File: src/rtl/alu_pkg.sv
// Shared definitions for the sequential ALU: function codes, FSM state
// encodings and helpers that classify function codes.
package alu_pkg;

    // Function select codes
    localparam logic [3:0] AF_ADD  = 4'b0000;
    localparam logic [3:0] AF_ADDU = 4'b0001;
    localparam logic [3:0] AF_SUB  = 4'b0010;
    localparam logic [3:0] AF_SUBU = 4'b0011;
    localparam logic [3:0] AF_AND  = 4'b0100;
    localparam logic [3:0] AF_OR   = 4'b0101;
    localparam logic [3:0] AF_XOR  = 4'b0110;
    localparam logic [3:0] AF_LUI  = 4'b0111;
    localparam logic [3:0] AF_MUL  = 4'b1000;
    localparam logic [3:0] AF_SLT  = 4'b1010;
    localparam logic [3:0] AF_SLTU = 4'b1011;
    localparam logic [3:0] AF_DIVU = 4'b1100;
    localparam logic [3:0] AF_REMU = 4'b1101;

    // Controller states
    localparam logic [1:0] S_IDLE = 2'b00;
    localparam logic [1:0] S_MUL  = 2'b01;
    localparam logic [1:0] S_DIV  = 2'b10;
    localparam logic [1:0] S_DONE = 2'b11;

    // Divide and remainder share the iterative divider
    function automatic logic is_div(input logic [3:0] f);
        return (f == AF_DIVU) || (f == AF_REMU);
    endfunction

    // Everything except MUL/DIVU/REMU completes in the accept cycle;
    // undefined codes are single-cycle and yield zero
    function automatic logic is_single_cycle(input logic [3:0] f);
        return !((f == AF_MUL) || is_div(f));
    endfunction

endpackage

File: src/rtl/imm_ext.sv
// Immediate extender: widens an IN_W immediate to OUT_W bits using either
// sign extension (u=0) or zero extension (u=1).
module imm_ext #(
    parameter int IN_W  = 16,
    parameter int OUT_W = 32
) (
    input  logic [IN_W-1:0]  in,
    input  logic             u,
    output logic [OUT_W-1:0] out
);

    generate
        if (OUT_W > IN_W) begin : g_ext
            logic fill;
            assign fill = u ? 1'b0 : in[IN_W-1];
            assign out  = {{(OUT_W - IN_W){fill}}, in};
        end else begin : g_pass
            assign out = in;
        end
    endgenerate

endmodule

File: src/rtl/seq_alu.sv
// Registered execute-stage ALU with valid/ready on both sides. Simple ops
// finish in one edge; unsigned MUL/DIVU/REMU iterate WIDTH times over a
// shared set of shift/accumulate registers.
module seq_alu
    import alu_pkg::*;
#(
    parameter  int WIDTH = 32,
    parameter  int IMM_W = 16,
    localparam int CNT_W = $clog2(WIDTH) + 1
) (
    input  logic             clk,
    input  logic             rst_n,
    input  logic             in_valid,
    output logic             in_ready,
    input  logic [WIDTH-1:0] src_a,
    input  logic [WIDTH-1:0] src_b,
    input  logic [IMM_W-1:0] imm,
    input  logic [3:0]       af,
    input  logic             i_type,
    input  logic             u_ext,
    output logic             out_valid,
    input  logic             out_ready,
    output logic [WIDTH-1:0] result,
    output logic             zero,
    output logic             neg,
    output logic             ovf,
    output logic             dz
);

    localparam logic [CNT_W-1:0] LAST_ITER = CNT_W'(WIDTH - 1);

    logic [1:0]       state;
    logic [CNT_W-1:0] cnt;
    logic [3:0]       op_q;
    // acc: product accumulator / partial remainder
    // opa: multiplicand (shifts left) / quotient-dividend (shifts left)
    // opb: multiplier (shifts right) / divisor (constant)
    logic [WIDTH-1:0] acc, opa, opb;

    logic [WIDTH-1:0] imm_x, b_eff;
    logic             accept, div0, multi, last;
    logic [WIDTH-1:0] sum, diff, sc_res;
    logic             sc_ovf;
    logic [WIDTH-1:0] mul_acc_nxt, rem_nxt, quo_nxt;
    logic [WIDTH:0]   rem_sh, rem_sub;
    logic             div_ge;
    logic             res_load;
    logic [WIDTH-1:0] res_val;

    imm_ext #(.IN_W(IMM_W), .OUT_W(WIDTH)) u_imm_ext (
        .in  (imm),
        .u   (u_ext),
        .out (imm_x)
    );

    assign b_eff     = i_type ? imm_x : src_b;
    assign in_ready  = rst_n && ((state == S_IDLE) || ((state == S_DONE) && out_ready));
    assign out_valid = (state == S_DONE);
    assign accept    = in_valid && in_ready;
    assign div0      = is_div(af) && (b_eff == '0);
    assign multi     = !is_single_cycle(af) && !div0;
    assign last      = (cnt == LAST_ITER);

    // Single-cycle result and signed-overflow flag from the live inputs
    always_comb begin
        // NOTE: every output gets a default first so no path leaves it unassigned (no latch).
        sum    = src_a + b_eff;
        diff   = src_a - b_eff;
        sc_res = '0;
        sc_ovf = 1'b0;
        case (af)
            AF_ADD: begin
                sc_res = sum;
                sc_ovf = (src_a[WIDTH-1] == b_eff[WIDTH-1]) && (sum[WIDTH-1] != src_a[WIDTH-1]);
            end
            AF_ADDU: sc_res = sum;
            AF_SUB: begin
                sc_res = diff;
                sc_ovf = (src_a[WIDTH-1] != b_eff[WIDTH-1]) && (diff[WIDTH-1] != src_a[WIDTH-1]);
            end
            AF_SUBU: sc_res = diff;
            AF_AND:  sc_res = src_a & b_eff;
            AF_OR:   sc_res = src_a | b_eff;
            AF_XOR:  sc_res = src_a ^ b_eff;
            AF_LUI:  sc_res = {b_eff[WIDTH/2-1:0], {(WIDTH/2){1'b0}}};
            AF_SLT:  sc_res = {{(WIDTH-1){1'b0}}, ($signed(src_a) < $signed(b_eff))};
            AF_SLTU: sc_res = {{(WIDTH-1){1'b0}}, (src_a < b_eff)};
            default: sc_res = '0;
        endcase
    end

    // One shift-add multiply step and one restoring-divide step; the
    // remainder is shifted into WIDTH+1 bits so divisors with the MSB set
    // still compare correctly
    always_comb begin
        mul_acc_nxt = opb[0] ? (acc + opa) : acc;
        rem_sh      = {acc, opa[WIDTH-1]};
        rem_sub     = rem_sh - {1'b0, opb};
        div_ge      = !rem_sub[WIDTH];
        rem_nxt     = div_ge ? rem_sub[WIDTH-1:0] : rem_sh[WIDTH-1:0];
        quo_nxt     = {opa[WIDTH-2:0], div_ge};
    end

    // Select the value that lands in the result register this edge
    always_comb begin
        res_load = 1'b0;
        res_val  = sc_res;
        if (accept && !multi) begin
            res_load = 1'b1;
            if (div0) begin
                res_val = (af == AF_DIVU) ? {WIDTH{1'b1}} : src_a;
            end
        end else if ((state == S_MUL) && last) begin
            res_load = 1'b1;
            res_val  = mul_acc_nxt;
        end else if ((state == S_DIV) && last) begin
            res_load = 1'b1;
            res_val  = (op_q == AF_REMU) ? rem_nxt : quo_nxt;
        end
    end

    // Controller and iterative datapath registers
    always_ff @(posedge clk or negedge rst_n) begin
        // NOTE: state registers use non-blocking assignments so every flop samples pre-edge values.
        if (!rst_n) begin
            state <= S_IDLE;
            cnt   <= '0;
            op_q  <= '0;
            acc   <= '0;
            opa   <= '0;
            opb   <= '0;
        end else begin
            case (state)
                S_IDLE, S_DONE: begin
                    if (accept) begin
                        op_q <= af;
                        cnt  <= '0;
                        acc  <= '0;
                        opa  <= src_a;
                        opb  <= b_eff;
                        if (!multi)
                            state <= S_DONE;
                        else if (af == AF_MUL)
                            state <= S_MUL;
                        else
                            state <= S_DIV;
                    end else if ((state == S_DONE) && out_ready) begin
                        state <= S_IDLE;
                    end
                end
                S_MUL: begin
                    acc <= mul_acc_nxt;
                    opa <= opa << 1;
                    opb <= opb >> 1;
                    cnt <= cnt + CNT_W'(1);
                    if (last)
                        state <= S_DONE;
                end
                S_DIV: begin
                    acc <= rem_nxt;
                    opa <= quo_nxt;
                    cnt <= cnt + CNT_W'(1);
                    if (last)
                        state <= S_DONE;
                end
                default: state <= S_IDLE;
            endcase
        end
    end

    // Result register with its zero/negative flags
    always_ff @(posedge clk or negedge rst_n) begin
        if (!rst_n) begin
            result <= '0;
            zero   <= 1'b1;
            neg    <= 1'b0;
        end else if (res_load) begin
            result <= res_val;
            zero   <= (res_val == '0);
            neg    <= res_val[WIDTH-1];
        end
    end

    // Overflow / divide-by-zero flags, rewritten on every accept
    always_ff @(posedge clk or negedge rst_n) begin
        if (!rst_n) begin
            ovf <= 1'b0;
            dz  <= 1'b0;
        end else if (accept) begin
            ovf <= sc_ovf;
            dz  <= div0;
        end
    end

endmodule

File: config.mk
export PLATFORM = sky130hd
export DESIGN_NAME = seq_alu
export DESIGN_NICKNAME = d
export VERILOG_FILES = /design/src/rtl/alu_pkg.sv /design/src/rtl/imm_ext.sv /design/src/rtl/seq_alu.sv
export SDC_FILE = /design/constraint.sdc
export NUM_CORES = 1
export LEC_CHECK = 0
export CAP_MARGIN = 0
export CORE_ASPECT_RATIO = 1.75
export CORE_MARGIN = 2
export CORE_UTILIZATION = 45
export DETAILED_ROUTE_END_ITERATION = 7
export PLACE_DENSITY_LB_ADDON = 0.12
export SYNTH_ARGS = -nofsm -noshare
export SYNTH_HDL_FRONTEND = slang
export SYNTH_SLANG_ARGS = --single-unit
export TNS_END_PERCENT = 100
File: constraint.sdc
create_clock -name clk -period 5.95 [get_ports clk]
set_input_delay 1.785 -clock clk [delete_from_list [all_inputs] [get_ports clk]]
set_output_delay 1.785 -clock clk [all_outputs]
set_load 0.01 [all_outputs]
After elaboration in Yosys (flattened, before gate mapping)
Cells that the tools add are included.
{"block": "word_totals", "regBits": 144, "elab_cells": 102, "input_bits": 90}
{"block": "classes", "n_lt_le_gt_ge": 2, "n_bitwise": 3, "add_sub_neg": 5, "muxes": 29, "n_reduce_logical": 28, "n_eq_ne": 24}
{"op": "2-to-1 mux 32 bit", "n": 12}
{"op": "case mux 32 bit (8 select lines)", "n": 1}
{"op": "case mux 32 bit (3 select lines)", "n": 2}
{"op": "adder 32 bit", "n": 2}
{"op": "logical NOT 32 bit", "n": 2}
{"op": "less-than comparator 32 bit", "n": 2}
{"op": "case mux 32 bit (2 select lines)", "n": 1}
{"op": "subtractor 33 x 32 -> 33 bit", "n": 1}
{"op": "AND 32 bit", "n": 1}
{"op": "OR 32 bit", "n": 1}
{"op": "subtractor 32 bit", "n": 1}
{"op": "bitwise XOR 32 bit", "n": 1}
{"op": "== test 4 bit (second input constant)", "n": 6}
{"op": "== test 4 x 3 -> 1 bit (second input constant)", "n": 4}
{"op": "case mux 6 bit (2 select lines)", "n": 1}
{"op": "logical AND 1 bit", "n": 10}
{"op": "2-to-1 mux 2 bit", "n": 5}
{"op": "== test 4 x 2 -> 1 bit (second input constant)", "n": 2}
{"op": "OR reduction 2 bit", "n": 4}
{"op": "adder 6 x 1 -> 6 bit (second input constant)", "n": 1}
{"op": "== test 6 x 5 -> 1 bit (second input constant)", "n": 1}
{"op": "2-to-1 mux 6 bit", "n": 1}
{"op": "AND reduction 2 bit", "n": 3}
{"op": "== test 2 bit (second input constant)", "n": 2}
{"op": "other kinds (15)", "n": 24}

Depth between registers and ports, before layout
{"block": "logic_depth", "depth_word": 10, "depth_mapped": 20, "depth_no_buf": 17}

Modules after synthesis
Synthesis repeated with hierarchy kept, for this count alone.
{"block": "unflattened", "cells_unflattened": 2598, "area_unflattened_um2": 18873.1}
{"mod": "seq_alu", "instances": 1, "area_per_inst_um2": 18619.1, "cells_per_inst": 2565, "seq_area_each_um2": 3579.7}
{"mod": "imm_ext", "instances": 1, "area_per_inst_um2": 254.0, "cells_per_inst": 33, "seq_area_each_um2": 0.0}

Worst setup path after synthesis
No wires, ideal clock.
{"block": "synth_path", "kind": "input to register", "startpoint": "input i_type", "endpoint": "register zero", "stages": 20, "path_slack_ps": -340, "setup_time_ps": 72, "arrival_ps": 6218, "path_buffers": 5, "cell_sequence": "buf_2 buf_1 clkbuf_1 clkbuf_1 o21a_1 inv_1 ha_1 clkbuf_1 nor4_1 nand2_1 a2111oi_4 a211oi_2 a31oi_1 a2111oi_1 a211o_1 a211oi_2 nand4b_1 nor4b_2 nand4_1 o21ai_1"}
{"block": "synth_via", "elab_chain_len": 9, "elab_cells_between_ends": 21, "classes_between": "2 x add/sub; 2 x order compare; 7 x mux; 3 x bitwise; 7 x reduce/logical"}
{"item": "start, declared", "line": "seq_alu.sv:19", "source": "input logic i_type,"}
{"item": "2-to-1 mux 32 bit *", "line": "seq_alu.sv:56", "source": "assign b_eff = i_type ? imm_x : src_b;"}
{"item": "parallel branches: the longest is 8 deep, another holds subtractor 32 bit"}
{"item": "end signal, assigned", "line": "seq_alu.sv:179", "source": "zero <= (res_val == '0);"}
{"item": "end, declared", "line": "seq_alu.sv:24", "source": "output logic zero,"}
Every way passes the cells marked *.
A chain may end at the register's enable or synchronous reset.

Worst setup path after layout
Same ends and word-level chain as after synthesis.

==> impl_metrics.py <==
metrics = {
    "status": {
        "status": "finished, final reports clean",
    },
    "placement": {
        "io_buffers": 127,
        "place_ws_ns": -0.873,
        "place.gp.congestion": 1.02,
        "post-dp-hpwl_um": 77400,
        "dp.cells": 3528,
    },
    "clock_tree": {
        "cts_buffers": 17,
        "clkLatencyLatePin_ns": 0.46,
        "ctsHoldBuffers": 0,
        "htree_levels": 4,
        "cts_tree": "built",
        "root_buffer": "clkbuf_16",
        "clkTransAtPathRegs_ns": 0.07,
        "clkSinkCount": 143,
        "clk_path_buf_depth": 2,
    },
    "critical_path": {
        "cp_data_required_time_ns": 6.33,
        "path_cells": "buf_2, buf_4, mux2i_1, buf_4, inv_1, ha_1, or4_1, o21a_2, a2111oi_4, buf_4, o31ai_4, buf_4, a211oi_2, a21oi_1, a2111o_1, a2111oi_4, nand4_1, o21ai_1",
        "rr_endpoint": "zero$_DFFE_PN1P_",
        "arrival_ns": 6.20,
        "crit_fanout": 13,
        "cp_top_family": "compound AO/OA/AOI/OAI gates",
        "reg2regPathDepth": 14,
        "endpoint_kind": "flip-flop",
        "crit_start": "i_type",
        "slowest_delay_ns": 0.56,
        "critPathSlowestCell": "or4_1",
        "timing.critical_path.mode_cell": "buf_4",
        "critPathKind": "in -> reg",
        "reg2reg_from": "acc[28]$_DFFE_PN0P_",
        "cp.buffers_inverters": 6,
        "setup.reg_to_reg.worst_slack_ns": 0.52,
        "start_kind": "primary input",
    },
    "synthesis": {
        "synthesis.nets": 2849,
        "synth_compound_area_frac": 0.308,
        "yosys.area.top_type": "dfrtp_1",
        "ys_seq_elements": 143,
        "synth_edf_count": 0,
        "ys.warnings.count": 0,
        "yosysSeqAreaShare": 0.187,
        "yosysMostFrequentCell": "nand2_1",
        "synthSimpleGateAreaFrac": 0.204,
        "synth_cell_types": 110,
        "yosys_most_used_dff": "dfrtp_1",
        "synthAdderAreaFrac": 0.124,
        "synth_xor_area_frac": 0.0356,
        "syn_inst": 2572,
        "synthArstFlopShare": 1.00,
        "synth.area.top_cells": "dfrtp_1 19%, ha_1 12%, o21ai_0 5.9%, nand2_1 5.6%, a21oi_1 5.5%",
        "synthTopCellsByCount": "287 x nand2_1, 225 x o21ai_0, 212 x nor2_1, 209 x a21oi_1, 183 x ha_1",
        "synth_top_area_frac": 0.185,
        "muxShareOfSynthArea": 0.0712,
        "avgSynthCellArea_um2": 7.45,
        "synth_top_family_by_area": "compound AO/OA/AOI/OAI gates",
        "syn_area_um2": 19200,
    },
    "global_route": {
        "grt_overflow": 0,
        "antenna_found_initial": 1,
        "grt_pass1_wl_um": 141000,
        "use_met3": 0.0506,
        "top_usage_layer": "met2",
        "met2_usage": 0.711,
        "grtUsageMet1": 0.483,
        "grt_pass1_vias": 22600,
        "grt_max_degree": 73,
        "grt.total_usage": 0.423,
    },
    "drt": {
        "firstDrtPassIters": 8,
        "drc": 0,
        "vias_per_cell": 6.39,
        "ant_nets": 0,
        "wire_per_inst_um": 26.8,
        "initialDrtViolationCount": 2409,
        "vias": 22800,
        "wl_um": 95500,
    },
    "timing": {
        "timing.slew.headroom": 0.227,
        "skew_ns": 0.0164,
        "fmax_mhz": 172,
        "hold_viol": 0,
        "post-route-min-period_ns": 5.83,
        "setup_ws_ns": 0.121,
        "slew_violations": 0,
        "finalSetupViolCount": 0,
        "post-route-period-util": 0.980,
        "worst_pin_slew_ns": 1.16,
        "hold_slack_ns": 0.471,
    },
    "min_path": {
        "hold_depth": 2,
        "hold_end": "result[18]$_DFFE_PN0P_",
        "hp-class": "reg -> reg",
        "min_from": "result[18]$_DFFE_PN0P_",
    },
    "die": {
        "core_um2": 42300,
        "io_pins": 128,
        "core.rowCount": 100,
        "die_w_um": 160,
        "die-area_um2": 44300,
        "start_util": 0.453,
        "dieHeight_um": 277,
    },
    "power": {
        "max-vdd-ir-drop_mv": 0.380,
        "leakagePower_nw": 11.1,
        "power.density_nw_per_um2": 438,
        "power_mw": 10.7,
    },
    "layout": {
        "stdcell_count": 3564,
        "area.growth.synth_to_final_pct": 27.3,
        "diodes": 0,
        "fin_nets": 3267,
        "drive_gt1_frac": 0.190,
    },
    "job": {
        "cap_violations": 0,
    },
}
[how the worst max path moves through the flow]
| stage | end | slack (ns) | cells past startpoint |
|---|---|---|---|
| 6_report | zero$_DFFE_PN1P_ | 0.12 | 18 |
| 5_1_grt | zero$_DFFE_PN1P_ | -0.07 | 22 |
| 4_1_cts | zero$_DFFE_PN1P_ | 0.002 | 21 |
| 3_5_place_dp | zero$_DFFE_PN1P_ | -0.87 | 19 |
| 3_3_place_gp | zero$_DFFE_PN1P_ | -0.86 | 19 |
| 2_1_floorplan | zero$_DFFE_PN1P_ | 0.05 | 20 |
[cells by family (layout without fill, tap and decap cells)]
group | count (synthesis) | in the layout
muxes | 120 | 120
buffers and inverters | 328 | 759
AOI/OAI and AO/OA | 886 | 886
xor gates and xnor gates | 78 | 78
and+or+nand+nor | 830 | 830
DFF | 143 | 143
adders and majority gates | 187 | 187
[timing repair]
item	CTS	global route
setup endpoints to repair	1	4
pin swaps	9	10
resized for setup	13	22
setup buffers	2	2
[layout by cell type (no fill, tap or decap), types with 27 or more instances in the layout]
cell               n
buf_4            421
nand2_1          287
o21ai_0          222
nor2_1           210
a21oi_1          208
ha_1             181
inv_1            172
dfrtp_1          142
clkdlybuf4s50_1  121
mux2i_1           85
nand3_1           62
xnor2_1           50
nor3_1            50
a211oi_1          40
o211ai_1          38
a21o_1            36
nand4_1           33
o21a_1            30
nand2b_1          30
a31oi_1           28
xor2_1            28
o22ai_1           27
[registers in the layout, indices dropped and copies added (netlist names)]
register	flops
opb	32
acc	32
ovf	1
result	32
cnt	6
dz	1
zero	1
state	2
opa	32
op_q	4
[worst reg2reg max path: cells and delay by family (launching register included)]
| kind | cells | cell delay, ns |
|---|---|---|
| AND/OR/NAND/NOR | 6 | 1.34 |
| adder cells (fa/ha/maj) | 1 | 0.43 |
| AO/OA/AOI/OAI | 6 | 2.83 |
| buffers and inverters | 1 | 0.30 |
| flip-flops | 1 | 0.46 |
[metal layers]
| metal | vias up | routed length, um | share of wire |
|---|---|---|---|
| met4 | 2 | 9530 | 0.10 |
| met5 | - | 12 | 0.00013 |
| li1 | 10300 | - | - |
| met3 | 391 | 6450 | 0.068 |
| met1 | 10900 | 34700 | 0.36 |
| met2 | 1254 | 44800 | 0.47 |
[cell type report]
type | count | area (um2)
fillers | 4175 | 17900
multi-input cells | 2101 | 14500
repair buffers | 549 | 4430
flip-flops and latches | 143 | 3580
well taps | 561 | 702
inverters | 178 | 668
clock buffers | 19 | 433
clock inverters | 13 | 106
[power by group]
group          switching [mW]  leakage (nW)  internal (mW)
clock network           0.504         0.261          0.542
registers               0.585          1.85           1.41
logic                    4.82          8.99           2.82
[per-stage QoR]
step           TNS (ns)  instance area, um2   util
3_5_place_dp      -3.97               23600  0.559
2_1_floorplan         0               19200      -
4_1_cts               0               24300  0.574
3_3_place_gp      -3.36               23600  0.559
6_report              0               24400  0.577
5_1_grt         -0.0723               24400  0.577
(Power assumes the default switching activity.)
